$ cat src/rtl/ret_stack.sv
// Return-address stack with a zero-latency top-of-stack read for next-PC selection.
// RET_STACK_ERR_CHECK_EN: drop push-at-full/pop-at-empty with sticky ovf/unf; otherwise circular overwrite.
module ret_stack #(
  parameter int AW    = 10,
  parameter int DEPTH = 16
) (
  input  logic          clk,
  input  logic          reset,
  input  logic          wesp,
  input  logic          push,
  input  logic          pop,
  input  logic [AW-1:0] ret_in,
  output logic [AW-1:0] ret_out,
  output logic          empty,
  output logic          full,
  output logic          ovf,
  output logic          unf
);

  localparam int PW = $clog2(DEPTH);
  localparam int CW = PW + 1;
  localparam logic [CW-1:0] FULL_CNT = CW'(DEPTH);

`ifdef RET_STACK_ERR_CHECK_EN
  localparam logic BLOCK_AT_FULL = 1'b1;
`else
  localparam logic BLOCK_AT_FULL = 1'b0;
`endif

  logic [AW-1:0] mem [DEPTH];
  logic [CW-1:0] cnt;
  // ptr tracks the next free slot independently of cnt so the circular
  // mode can keep wrapping after cnt saturates at DEPTH.
  logic [PW-1:0] ptr;
  logic [PW-1:0] top;
  logic          do_push;
  logic          do_pop;
  logic          do_repl;

  assign top     = ptr - PW'(1);
  assign empty   = (cnt == '0);
  assign full    = (cnt == FULL_CNT);
  assign ret_out = empty ? '0 : mem[top];

  always_comb begin
    do_repl = wesp && push && pop && !empty;
    do_push = wesp && push && (!pop || empty) && !(BLOCK_AT_FULL && full);
    do_pop  = wesp && pop && !push && !empty;
  end

  always_ff @(posedge clk) begin
    if (!reset) begin
      if (do_repl) begin
        mem[top] <= ret_in;
      end else if (do_push) begin
        mem[ptr] <= ret_in;
      end
    end
  end

  always_ff @(posedge clk) begin
    if (reset) begin
      cnt <= '0;
      ptr <= '0;
    end else if (do_push) begin
      ptr <= ptr + PW'(1);
      if (!full) begin
        cnt <= cnt + CW'(1);
      end
    end else if (do_pop) begin
      ptr <= ptr - PW'(1);
      cnt <= cnt - CW'(1);
    end
  end

`ifdef RET_STACK_ERR_CHECK_EN
  always_ff @(posedge clk) begin
    if (reset) begin
      ovf <= 1'b0;
      unf <= 1'b0;
    end else begin
      if (wesp && push && !pop && full) begin
        ovf <= 1'b1;
      end
      if (wesp && pop && !push && empty) begin
        unf <= 1'b1;
      end
    end
  end
`else
  assign ovf = 1'b0;
  assign unf = 1'b0;
`endif

endmodule

$ cat config.mk
export PLATFORM = sky130hd
export DESIGN_NAME = ret_stack
export DESIGN_NICKNAME = d
export VERILOG_FILES = /design/src/rtl/ret_stack.sv
export SDC_FILE = /design/constraint.sdc
export NUM_CORES = 1
export LEC_CHECK = 0
export CAP_MARGIN = 40
export CORE_UTILIZATION = 50
export CTS_CLUSTER_SIZE = 20
export DETAILED_ROUTE_END_ITERATION = 6
export PLACE_DENSITY = 0.72
export SLEW_MARGIN = 20
export SYNTH_ARGS = -nofsm -noshare
export SYNTH_HDL_FRONTEND = slang
export SYNTH_SLANG_ARGS = --single-unit
$ cat constraint.sdc
create_clock -name clk -period 2.7 [get_ports clk]
set_clock_uncertainty 0.1 [all_clocks]
set_input_delay 0.54 -clock clk [delete_from_list [all_inputs] [get_ports clk]]
set_output_delay 0.54 -clock clk [all_outputs]
set_load 0.01 [all_outputs]
* Word level (Yosys, flattened, before mapping)
Memory sizes are Yosys's and may differ from the RTL's. Index checks and enable logic that the tools add are counted.
Cells by class: add/subtract/negate cells 4, $mul 0, div/mod/pow operators 0, magnitude comparators 0, equal/unequal tests 2, shift operators 0, multiplexer cells 16, bitwise gates (word level) 0, reduce and logical (&&, ||, !) cells 15
Operators with widths (number):
- 2-to-1 mux 10 bit | 2
- 2-to-1 mux 5 bit | 3
- 2-to-1 mux 4 bit | 3
- OR reduction 10 bit | 1
- 2-to-1 mux 1 bit | 8
- logical AND 1 bit | 7
- adder 5 x 1 -> 5 bit, second input constant | 1
- equality test 5 bit, second input constant | 1
- zero test 5 bit | 1
- subtractor 5 x 1 -> 5 bit, second input constant | 1
- adder 4 x 1 -> 4 bit, second input constant | 1
- subtractor 4 x 1 -> 4 bit, second input constant | 1
- zero test 1 bit | 3
- inequality test 2 bit, second input constant | 1
- AND reduction 2 bit | 1
- nonzero test 2 bit | 1
- logical OR 1 bit | 1
Word-level totals: flip-flop bits (word level) 9, bits in latches 0, bits in writable memories 160, bits in read-only memories 0, bits of input ports 15, memories 1
Memories:
- mem | words 16, bits a word 10, read ports 1, clocked after Yosys merged registers in 0, write ports 1, RTL line 30 | logic [AW-1:0] mem [DEPTH];

* Longest topological paths before layout
depth in word-level cells 9, gate-level depth with buffers 10, gate-level depth less buffers 8

* Worst setup path before layout
Ideal clock, no wire load.
path kind register to register, start point register ptr[0], end point memory mem[2][0] (enable), library setup time 0.376 ns, arrival 2.349 ns, setup slack -0.125 ns, stages on the path, launching flop included 8, buffers on the path 2, clock period less this slack 2.825 ns, cells stage by stage dfxtp_1 > clkbuf_1 > inv_2 > ha_1 > clkbuf_1 > or3_1 > a211o_1 > nor2_1
Between the ends: cells in the longest elaborated chain, start to end 2
RTL lines:
- start: declaration | RTL line 34 | logic [PW-1:0] ptr;
- start signal: assignment | RTL line 66 | ptr <= ptr + PW'(1);
- start signal: assignment | RTL line 71 | ptr <= ptr - PW'(1);
- subtractor 4 x 1 -> 4 bit | RTL line 40 | assign top = ptr - PW'(1);
- 2-to-1 mux 4 bit (no source line) *
- end: declaration | RTL line 30
Every way passes the cells marked *; elsewhere a longest branch is shown, timed or not.

* Final worst setup path
start point register ptr[0], end point output port ret_out[0]
Between the ends: cells in the longest elaborated chain, start to end 3
RTL lines:
- subtractor 4 x 1 -> 4 bit | RTL line 40
- memory read (16 x 10 bit)
- 2-to-1 mux 10 bit | RTL line 43 | assign ret_out = empty ? '0 : mem[top];
- end: declaration | RTL line 13 | output logic [AW-1:0] ret_out,
Every way passes these cells.

==> flow_metrics.py <==
metrics = {
    "outcome": {
        "status": "complete, but fails checks",
        "violations": "setup timing",
    },
    "detailed_routing": {
        "antenna_left": 0,
        "routed-via-count": 4363,
        "finalWirelength_mm": 16.5,
        "vias_per_cell": 5.86,
        "drc": 0,
        "drt-initial-drc-count": 425,
        "avgRoutedWirePerCell_um": 22.1,
        "dr.pass1.iters": 6,
    },
    "yosys": {
        "syn_inst": 437,
        "synth_ff_type": "edfxtp_1",
        "netlist_area_sq_um": 7110,
        "synthArstFlopShare": 0,
        "ys_types": 52,
        "ys_ff_latch": 169,
        "synth_edf_count": 160,
        "synth_area_per_cell_sq_um": 16.3,
        "yosysWarnings": 0,
        "synth_seq_area_share": 0.701,
    },
    "floorplan": {
        "start_util": 0.512,
        "num_rows": 43,
        "coreArea_sq_um": 13900,
        "die_w_um": 121,
        "floorplan.die_area_sq_um": 14700,
        "io_pins": 29,
        "die_h_um": 121,
    },
    "placement": {
        "place.gp.congestion": 0.798,
        "place_inst": 690,
        "hpwl_mm": 10.2,
        "io_buffers": 26,
    },
    "critical_path": {
        "r2r-end": "mem[6][1]",
        "crit_path_start_kind": "flop",
        "r2r_cells": 11,
        "critPathTopFamily": "buffers and inverters",
        "arrival_ps": 2360,
        "crit_required_ps": 2060,
        "cpMostUsedCell": "buf_12",
        "path_buf_inv": 5,
        "r2r_start": "ptr[0]",
        "cp-end-kind": "output pin",
        "path_class": "reg2out",
        "crit_fanout": 6,
        "path_cells": "inv_4 > ha_4 > xor2_4 > buf_12 > buf_12 > buf_12 > mux2i_2 > o22ai_1 > nor2_1 > a21oi_1 > buf_2",
        "reg2reg_setup_slack_ps": -100,
        "slowest_stage": "dfxtp_4",
        "cpPeakStageDelay_ps": 360,
    },
    "cells_and_area": {
        "layout_common_cells": "edfxtp_1 (160), buf_4 (71), nor2_1 (28)",
        "fin_cells": 744,
        "layout_commonest_cell": "edfxtp_1",
        "drive_gt1_frac": 0.417,
        "diodes": 0,
        "syn2layout_area_growth_pct": 31.9,
        "nFillCells": 881,
        "fin_nets": 571,
    },
    "worst_hold_path": {
        "holdCritPathClass": "reg2reg",
        "hold_end": "ptr[2]",
        "hold_depth": 2,
        "worstHoldStart": "ptr[2]",
    },
    "pwr": {
        "combPwrFrac": 0.353,
        "p_int_mw": 6.01,
        "power_mw": 8.43,
        "ir_worst_vdd_mv": 0.599,
        "p_seq_frac": 0.352,
        "p_sw_mw": 2.42,
        "powerDensity_nw_per_um2": 898,
        "swShare": 0.287,
        "p_clk_frac": 0.295,
        "leakage_nw": 3.34,
    },
    "timing": {
        "relSlewSlack": 0.563,
        "rsz0062_at_grt": "true",
        "layout_setup_ws_ps": -305,
        "hold_viol": 0,
        "worst_pin_slew_ps": 648,
        "max_clock_freq_mhz": 333,
        "setup_viol": 40,
        "finalMaxSlewViolations": 0,
        "whs_ps": 531,
        "fin_crit_ps": 3000,
        "final.setup.tns_ps": -4050,
        "finalCritPeriodShare": 1.11,
    },
    "cts": {
        "cts_tree": "built",
        "clk_latency_ps": 430,
        "clockBufferDepth": 2,
        "cts_buffers": 17,
        "path_clk_slew_ps": 60,
        "clkSinkCount": 169,
        "clock-root-buffer": "clkbuf_16",
        "ctsHtreeMaxLevel": 4,
    },
    "run": {
        "max_cap_violations": 0,
    },
    "global_route": {
        "grt_max_degree": 17,
        "first_global_vias": 4345,
        "grt_overflow": 0,
        "grt_usage": 0.240,
        "grt_pass1_wl_mm": 25.1,
        "antenna_found_initial": 0,
    },
}
==> cells in the mapped netlist, types with 2 or more instances <==
master	number	share of area
nor2_1	35	0.018
edfxtp_1	160	0.68
mux2i_1	43	0.061
xnor2_1	7	0.0086
or3_1	3	0.0026
o21ai_2	2	0.0025
or4_1	2	0.0021
a31oi_1	4	0.0035
buf_1	2	0.0011
o21ai_0	15	0.011
buf_4	2	0.0021
mux2_2	10	0.016
buf_6	2	0.0032
a21o_1	2	0.0021
nand2b_1	2	0.0018
a211oi_1	2	0.0021
nand3_1	3	0.0021
inv_1	8	0.0042
ha_1	4	0.0070
dfxtp_1	9	0.025
mux4_2	20	0.063
buf_2	6	0.0042
clkbuf_1	15	0.0079
and3_1	3	0.0026
o22ai_1	20	0.018
nand2_1	8	0.0042
nor3_1	7	0.0049
a21oi_2	2	0.0025
a22oi_1	2	0.0021
o211ai_1	3	0.0032
a21oi_1	13	0.0091
==> what timing repair did <==
item	4_1_cts	5_1_grt
pin swaps	24	29
cloned	4	0
hold buffers	0	0
endpoints found under the setup margin	34	140
gates resized for setup	97	46
buffers inserted	14	6
==> per-layer routing <==
metal	GRT usage	part of all wire
met5	0	0
met4	0.0687	0.019
met3	0.0498	0.068
met2	0.399	0.50
met1	0.320	0.41
==> flip-flops by register name (all words and copies together) (netlist names) <==
register / flops
cnt: 5
ptr: 4
mem: 160
==> worst reg2reg max path, delay by kind of cell (launching register included) <==
family / cells / cell delay, ps
flip-flops: 1 / 350
XOR/XNOR: 1 / 120
AO/OA/AOI/OAI: 1 / 140
AND/OR/NAND/NOR: 3 / 780
buffers and inverters: 6 / 1020
==> cell type report <==
type,instances,area (sq um),share of cell area
Timing Repair Buffer,122,1220,0.130
Multi-Input combinational cell,233,2300,0.246
Sequential cell,169,4990,0.532
Tap cell,180,225,0.0240
Clock inverter,14,179,0.0191
Clock buffer,17,425,0.0453
Inverter,9,36.3,0.00387
==> stage by stage <==
step                      worst slack [ps]  cell area (sq um)   util
after floorplan                      -18.2               7120      -
final                                 -305               9390  0.676
after global placement                -326               8200  0.590
after global routing                  -348               9390  0.676
after detailed placement              -327               8200  0.590
after CTS                             -272               9160  0.660
==> power by group through the flow <==
| stage | clock network (mW) | registers, mW | logic (mW) |
|---|---|---|---|
| after CTS | 2.51 | 2.96 | 2.76 |
| final | 2.49 | 2.97 | 2.98 |
| after global routing | 2.61 | 2.97 | 3.14 |
| after detailed placement | 0 | 3.01 | 2.31 |
| after global placement | 0 | 3.01 | 2.27 |
| after floorplan | 0 | 3.01 | 1.29 |
==> cell families (layout without fill, tap and decap cells) <==
family,count (synthesis),after routing,synth area share
flip-flops,169,169,0.701
multiplexers,75,75,0.143
AO/OA/AOI/OAI,74,74,0.0691
AND/OR/NAND/NOR,70,70,0.0461
buffers and inverters,36,162,0.0232
XOR/XNOR,8,8,0.00985
adder cells (fa/ha/maj),4,4,0.00704
other,1,2,0.000527
==> worst max-delay path by stage <==
stage                 from          to  cells after the start
finish              ptr[0]  ret_out[0]                     11
global route        ptr[0]  ret_out[6]                     11
CTS                 ptr[0]  ret_out[6]                      9
detailed placement  ptr[0]  ret_out[9]                      9
global placement    ptr[0]  ret_out[9]                      9
floorplan           ptr[0]   mem[2][0]                      7
No activity file was read; power rests on OpenSTA's default activity.
